[src/rtl/dte_ebus_port.sv]
// dte_ebus_port: front-end (DTE20) port onto the KL10 EBUS.
// Runs console diagnostic reads/writes against EBOX modules and answers
// EBOX CONO/CONI cycles addressed to device code DEV_CS.
//
// Handshakes: a host command transfers on the rising edge where
// host_cmd_valid && host_cmd_ready; host_rsp_valid is a one-cycle pulse
// with no back-pressure; an EBOX cycle completes in the single cycle that
// ebox_ack is high (the EBOX drops ebox_req after seeing it).
module dte_ebus_port #(
    parameter logic [6:0] DEV_CS = 7'b0100000,
    parameter int         SETTLE = 2          // must be >= 1
) (
    input  logic        clk,
    input  logic        CROBAR,
    input  logic        host_cmd_valid,
    output logic        host_cmd_ready,
    input  logic [1:0]  host_cmd_op,
    input  logic [6:0]  host_cmd_func,
    input  logic [0:35] host_cmd_data,
    output logic        host_rsp_valid,
    output logic [0:35] host_rsp_data,
    input  logic [0:35] ebus_data_in,
    output logic        ebus_driving,
    output logic [0:35] ebus_data_out,
    output logic [6:0]  ebus_diag_func,
    output logic        ebus_diag_active,
    output logic        ebus_diag_strobe,
    input  logic        ebox_req,
    input  logic [6:0]  ebox_cs,
    input  logic [2:0]  ebox_func,
    output logic        ebox_ack,
    output logic [0:35] status,
    output logic [2:0]  dbg_state_o
);

    typedef enum logic [2:0] {
        S_IDLE    = 3'd0,
        S_WR      = 3'd1,
        S_WR_HOLD = 3'd2,
        S_RD      = 3'd3,
        S_RESP    = 3'd4
    } state_t;

    localparam int               CW       = (SETTLE > 1) ? $clog2(SETTLE) : 1;
    localparam logic [CW-1:0]    CNT_LAST = CW'(SETTLE - 1);

    localparam logic [2:0] F_CONO = 3'd0;
    localparam logic [2:0] F_CONI = 3'd1;

    state_t         state_q, state_d;
    logic [6:0]     func_q, func_d;
    logic [0:35]    wdata_q, wdata_d;
    logic [CW-1:0]  cnt_q, cnt_d;
    logic [0:35]    status_q, status_d;
    logic [0:35]    rsp_data_q, rsp_data_d;
    logic           ebox_hit;

    // An EBOX cycle is served only from IDLE and only for our CONO/CONI.
    assign ebox_hit = (state_q == S_IDLE) && !CROBAR && ebox_req &&
                      (ebox_cs == DEV_CS) &&
                      ((ebox_func == F_CONO) || (ebox_func == F_CONI));

    assign status        = status_q;
    assign host_rsp_data = rsp_data_q;
    assign dbg_state_o   = state_q;

    // State and datapath registers; CROBAR clears everything at once.
    always_ff @(posedge clk or posedge CROBAR) begin
        if (CROBAR) begin
            state_q    <= S_IDLE;
            func_q     <= '0;
            wdata_q    <= '0;
            cnt_q      <= '0;
            status_q   <= '0;
            rsp_data_q <= '0;
        end else begin
            state_q    <= state_d;
            func_q     <= func_d;
            wdata_q    <= wdata_d;
            cnt_q      <= cnt_d;
            status_q   <= status_d;
            rsp_data_q <= rsp_data_d;
        end
    end

    // Next-state and outputs; EBOX service takes priority over host commands.
    always_comb begin
        state_d          = state_q;
        func_d           = func_q;
        wdata_d          = wdata_q;
        cnt_d            = cnt_q;
        status_d         = status_q;
        rsp_data_d       = rsp_data_q;
        host_cmd_ready   = 1'b0;
        host_rsp_valid   = 1'b0;
        ebus_driving     = 1'b0;
        ebus_data_out    = '0;
        ebus_diag_func   = '0;
        ebus_diag_active = 1'b0;
        ebus_diag_strobe = 1'b0;
        ebox_ack         = 1'b0;

        case (state_q)
            S_IDLE: begin
                if (ebox_hit) begin
                    ebox_ack = 1'b1;
                    if (ebox_func == F_CONI) begin
                        ebus_driving  = 1'b1;
                        ebus_data_out = status_q;
                    end else begin
                        status_d = ebus_data_in;
                    end
                end else if (!CROBAR) begin
                    host_cmd_ready = 1'b1;
                    if (host_cmd_valid) begin
                        case (host_cmd_op)
                            2'd0: begin
                                func_d  = host_cmd_func;
                                cnt_d   = '0;
                                state_d = S_RD;
                            end
                            2'd1: begin
                                func_d  = host_cmd_func;
                                wdata_d = host_cmd_data;
                                state_d = S_WR;
                            end
                            2'd2:    status_d = status_q | host_cmd_data;
                            default: status_d = status_q & ~host_cmd_data;
                        endcase
                    end
                end
            end
            S_WR: begin
                ebus_diag_active = 1'b1;
                ebus_diag_func   = func_q;
                ebus_driving     = 1'b1;
                ebus_data_out    = wdata_q;
                ebus_diag_strobe = 1'b1;
                state_d          = S_WR_HOLD;
            end
            S_WR_HOLD: begin
                ebus_diag_active = 1'b1;
                ebus_diag_func   = func_q;
                ebus_driving     = 1'b1;
                ebus_data_out    = wdata_q;
                state_d          = S_IDLE;
            end
            S_RD: begin
                ebus_diag_active = 1'b1;
                ebus_diag_func   = func_q;
                // The addressed module needs SETTLE cycles before its data is valid.
                if (cnt_q == CNT_LAST) begin
                    rsp_data_d = ebus_data_in;
                    state_d    = S_RESP;
                end else begin
                    cnt_d = cnt_q + CW'(1);
                end
            end
            S_RESP: begin
                host_rsp_valid = 1'b1;
                state_d        = S_IDLE;
            end
            default: state_d = S_IDLE;
        endcase
    end

endmodule

[config.mk]
export PLATFORM = sky130hd
export DESIGN_NAME = dte_ebus_port
export DESIGN_NICKNAME = d
export VERILOG_FILES = /design/src/rtl/dte_ebus_port.sv
export SDC_FILE = /design/constraint.sdc
export NUM_CORES = 1
export LEC_CHECK = 0
export CORE_MARGIN = 4
export CORE_UTILIZATION = 48
export DETAILED_ROUTE_END_ITERATION = 6
export PLACE_DENSITY = 0.87
export SYNTH_ARGS = -nofsm -noshare
export SYNTH_HDL_FRONTEND = slang
export SYNTH_SLANG_ARGS = --single-unit
[constraint.sdc]
create_clock -name clk -period 7.2 [get_ports clk]
set_input_delay 2.16 -clock clk [delete_from_list [all_inputs] [get_ports clk]]
set_output_delay 2.16 -clock clk [all_outputs]
set_load 0.05 [all_outputs]
* Yosys cells after proc, flatten, opt, wreduce, memory -nomap -nowiden *
Index checks and enable logic that the tools add are counted.

storage, ports and cells
  input bits = 95
  logic and storage cells = 81
  output and inout bits = 124
  register bits after elaboration = 119

cells by class
  reductions and logical operators = 20
  bitwise operators = 5
  eq/ne operators = 17
  $add $sub $neg = 1
  multiplexer cells = 32

operators with widths
  kind                                                  number
  two-way mux 36 bit                                    6
  case mux 36 bit (2 select lines)                      2
  bitwise AND 36 bit                                    1
  NOT 36 bit                                            1
  OR 36 bit                                             1
  AND reduction 5 bit                                   5
  two-way mux 1 bit                                     15
  two-way mux 3 bit                                     4
  != test 2 bit (second input constant)                 5
  case mux 3 bit (3 select lines)                       1
  equality test 7 x 6 -> 1 bit (second input constant)  1
  two-way mux 7 bit                                     1
  equality test 3 x 1 -> 1 bit (second input constant)  2
  equality test 3 x 2 -> 1 bit (second input constant)  2
  logical NOT 3 bit                                     2
  != test 2 x 1 -> 1 bit (second input constant)        3
  case mux 3 bit (2 select lines)                       1
  logical AND 1 bit                                     4
  case mux 1 bit (2 select lines)                       2
  nonzero test 2 bit                                    2
  OR reduction 2 bit                                    2
  equality test 3 bit (second input constant)           1
  != test 3 x 1 -> 1 bit (second input constant)        1
  OR reduction 3 bit                                    1
  other kinds (8)                                       9

* Logic depth before layout (Yosys ltp) *
  word-level depth = 7
  depth in mapped cells = 7
  mapped depth without buffers = 4

* Worst setup path after synthesis *
Ideal clock, no wire load.

  kind = input to output
  start point = in ebox_cs[1]
  end point = out ebus_driving
  cell stages on the path = 5
  required time = 5.040 ns
  data arrival time = 3.931 ns
  setup slack = 1.109 ns
  cells stage by stage = nor4_2 nand4_1 buf_2 buf_2 o22ai_1

between the ends
  word-level cells in the longest chain between the ends = 5

ends and longest elaborated chain
  element                          line  text
  from (decl)                      29    input logic [6:0] ebox_cs,
  equality test 7 x 6 -> 1 bit     60    (ebox_cs == DEV_CS) &&
  logical AND 1 bit                59    assign ebox_hit = (state_q == S_IDLE) && !CROBAR && ebox_req &&
  logical AND 1 bit                60
  two-way mux 1 bit                105   if (ebox_hit) begin
  case mux 1 bit (2 select lines)  103   case (state_q)
  to (decl)                        23    output logic ebus_driving,

No other way between the ends.

* Worst setup path after layout *
  start point = in ebox_cs[0]
  end point = out ebox_ack

between the ends
  word-level cells in the longest chain between the ends = 5

ends and longest elaborated chain
  element                       line  text
  equality test 7 x 6 -> 1 bit  60
  logical AND 1 bit             59
  logical AND 1 bit             60
  two-way mux 1 bit             105
  two-way mux 1 bit             103
  to (decl)                     31    output logic ebox_ack,

No other way between the ends.

==> results.sh <==
export IMPL_setup_violations=0
export IMPL_cts_tree="built"
export IMPL_finalNetCount=728
export IMPL_hpwl_um=12000
export IMPL_gp_congestion=0.766
export IMPL_final_max_slew_viol_count=0
export IMPL_routedWlPerCell_um=22.9
export IMPL_syn_nets=521
export IMPL_final_hold_violation_count=0
export IMPL_clock_path_buffers=2
export IMPL_drt_pass1_iter_count=4
export IMPL_layout_min_cycle_time_ns=6.71
export IMPL_cp_arrival_ns=4.55
export IMPL_fp_dieW_um=117
export IMPL_start_util=0.494
export IMPL_cts_hold_buffers=0
export IMPL_cp_max_fo=5
export IMPL_cp_buffers_inverters=2
export IMPL_ir_worst_vdd_v=0.000223
export IMPL_critPathKind="input port to primary output"
export IMPL_setup_tns_ns=0
export IMPL_clk_pin_slew_ns=0.05
export IMPL_leakage_nw=3.83
export IMPL_antenna_found_initial=0
export IMPL_num_vias=4864
export IMPL_syn_to_final_growth_pct=57.0
export IMPL_path_delay_family="buffers and inverters"
export IMPL_dp_slack_ns=0.598
export IMPL_rsz0062_at_grt="false"
export IMPL_ys_ff_latch=119
export IMPL_final_area_mm2=0.00893
export IMPL_fmax_mhz=149
export IMPL_critPathLaunchType="input port"
export IMPL_syn_instance_count=426
export IMPL_dieHeight_um=117
export IMPL_slew_headroom=0.220
export IMPL_outcome="finished, final reports clean"
export IMPL_viasPerCell=6.17
export IMPL_synth_seq_area_share=0.524
export IMPL_drc_errors=0
export IMPL_n_antenna_cell=0
export IMPL_placed_area_mm2=0.00835
export IMPL_clock_sinks=119
export IMPL_drv_cap=0
export IMPL_numCtsBuffers=17
export IMPL_ant_nets=0
export IMPL_hold_class="flip-flop to flip-flop"
export IMPL_crit_path_end_kind="primary output"
export IMPL_dieArea_mm2=0.0137
export IMPL_path_cells="clkdlybuf4s50_1, nor4_2, nand3_1, nor2_1, clkdlybuf4s50_1"
export IMPL_cts_resized=0
export IMPL_slowest_delay_ns=0.83
export IMPL_required_ns=5.04
export IMPL_grt_pass1_vias=5355
export IMPL_cts_htree_levels=4
export IMPL_port_buffers=218
export IMPL_fp_coreArea_mm2=0.0115
export IMPL_grtUsageTotal=0.272
export IMPL_routed_wl_um=18100
export IMPL_yosysUniqueCellTypes=37
export IMPL_cts_root_buf="clkbuf_16"
export IMPL_grt_max_degree=72
export IMPL_p_per_area_mw_per_mm2=324
export IMPL_layout_drive_gt1_share=0.219
export IMPL_skew_ns=0.0130
export IMPL_max_slew_worst_pin_slew_ns=1.16
export IMPL_synth_area_mm2=0.00569
export IMPL_insertion_delay_ns=0.41
export IMPL_cts_setup_buffers=0
export IMPL_fin_ws_ns=0.490
export IMPL_cp_slowest_cell="clkdlybuf4s50_1"
export IMPL_num_io_pins=219
export IMPL_grt_ovfl_total=0
export IMPL_avgSynthCellArea_um2=13.4
export IMPL_drt_iter0_drc=329
export IMPL_yosys_warnings=0
export IMPL_path_common_cell="clkdlybuf4s50_1"
export IMPL_rows=39
export IMPL_post_route_period_util=0.932
export IMPL_grt_pass1_wl_um=28400
[kinds of logic (layout without fill, tap and decap cells)]
kind of cell | Yosys count | after routing | share of synthesized area
mux | 115 | 115 | 0.224
compound gates | 114 | 114 | 0.174
buf+inv | 40 | 259 | 0.0326
simple gates | 37 | 37 | 0.0442
xor+xnor | 1 | 1 | 0.00154
flops | 119 | 119 | 0.524
[cell usage in the layout, fill, tap and decap left out, types with 3 or more instances in the layout]
cell             count
a22o_1              36
and2_1               8
buf_12              38
buf_4                8
clkbuf_16           17
clkbuf_8             3
clkdlybuf4s50_1    180
clkinv_2             5
dfrtp_1            119
mux2_1              24
mux2_2              49
mux2_4               6
mux2i_1             36
nand2_1              4
nor2_1               6
nor2_4               3
o221ai_1            36
o2bb2ai_1           36
[cell type report]
class	instances	area, um^2
Timing Repair Buffer	226	2620
Inverter	2	10.0
Sequential cell	119	2980
Tap cell	143	179
Clock inverter	9	100
Multi-Input combinational cell	267	2560
Fill cell	690	2590
Clock buffer	22	474
[synth_stat cells]
| cell | n | area share |
|---|---|---|
| nor3b_1 | 1 | 0.0013 |
| nor4_1 | 1 | 0.0011 |
| nand4b_1 | 1 | 0.0015 |
| clkbuf_1 | 21 | 0.014 |
| mux2_1 | 24 | 0.048 |
| nand4_1 | 1 | 0.0011 |
| dfrtp_1 | 119 | 0.52 |
| nand2_1 | 4 | 0.0026 |
| a31oi_1 | 1 | 0.0011 |
| and4b_1 | 1 | 0.0018 |
| inv_1 | 2 | 0.0013 |
| o21ai_0 | 1 | 0.00088 |
| o2bb2ai_1 | 36 | 0.055 |
| nor3_1 | 1 | 0.00088 |
| o22ai_1 | 1 | 0.0011 |
| mux2_4 | 6 | 0.016 |
| o221ai_1 | 36 | 0.055 |
| buf_1 | 4 | 0.0026 |
| nand4_4 | 1 | 0.0037 |
| and4bb_2 | 1 | 0.0022 |
| nand3b_1 | 2 | 0.0026 |
| nand3_1 | 2 | 0.0018 |
| o31ai_1 | 1 | 0.0013 |
| or4_4 | 1 | 0.0020 |
| a32oi_1 | 1 | 0.0015 |
| mux2_2 | 49 | 0.097 |
| nor2_1 | 8 | 0.0053 |
| nor4_2 | 2 | 0.0044 |
| and2_1 | 8 | 0.0088 |
| buf_6 | 3 | 0.0059 |
| a22oi_2 | 1 | 0.0022 |
| buf_2 | 10 | 0.0088 |
| and3_1 | 1 | 0.0011 |
| mux2i_1 | 36 | 0.063 |
| nor2_4 | 1 | 0.0020 |
| a22o_1 | 36 | 0.055 |
| xnor2_1 | 1 | 0.0015 |
[worst paths after layout]
check / startpoint / slack [ns] / endpoint / depth (start not counted)
worst max-delay path: ebox_cs[0] / 0.49 / ebox_ack / 5
worst min-delay path: wdata_q[29] / 0.50 / wdata_q[29] / 1
worst max register to register: dbg_state_o[2] / 4.49 / wdata_q[11] / 4
worst min register to register: wdata_q[29] / 0.50 / wdata_q[29] / 1
max in group asynchronous: CROBAR / 3.56 / wdata_q[8] / 3
min in group asynchronous: CROBAR / 2.47 / func_q[4] / 2
[power by group]
group / internal, mW / switching [mW]
Sequential: 0.836 / 0.120
Clock: 0.531 / 0.295
Combinational: 0.450 / 0.657
[layer usage]
| metal | track usage | part of all wire | vias to the layer above |
|---|---|---|---|
| met5 | 0 | 0 | - |
| met4 | 0.110 | 0.018 | 0 |
| met3 | 0.0684 | 0.068 | 31 |
| met2 | 0.476 | 0.52 | 224 |
| met1 | 0.321 | 0.39 | 2499 |
| li1 | - | - | 2110 |
[per-stage QoR]
step,cells,total power [mW],hold WS (ns),util
6_report,788,2.89,0.499,0.775
2_1_floorplan,426,1.60,0.465,-
3_5_place_dp,757,2.07,0.487,0.725
3_3_place_gp,757,2.04,0.475,0.725
4_1_cts,788,2.91,0.498,0.775
5_1_grt,788,2.99,0.509,0.775
Note: power is estimated with default switching activity, not from simulation.
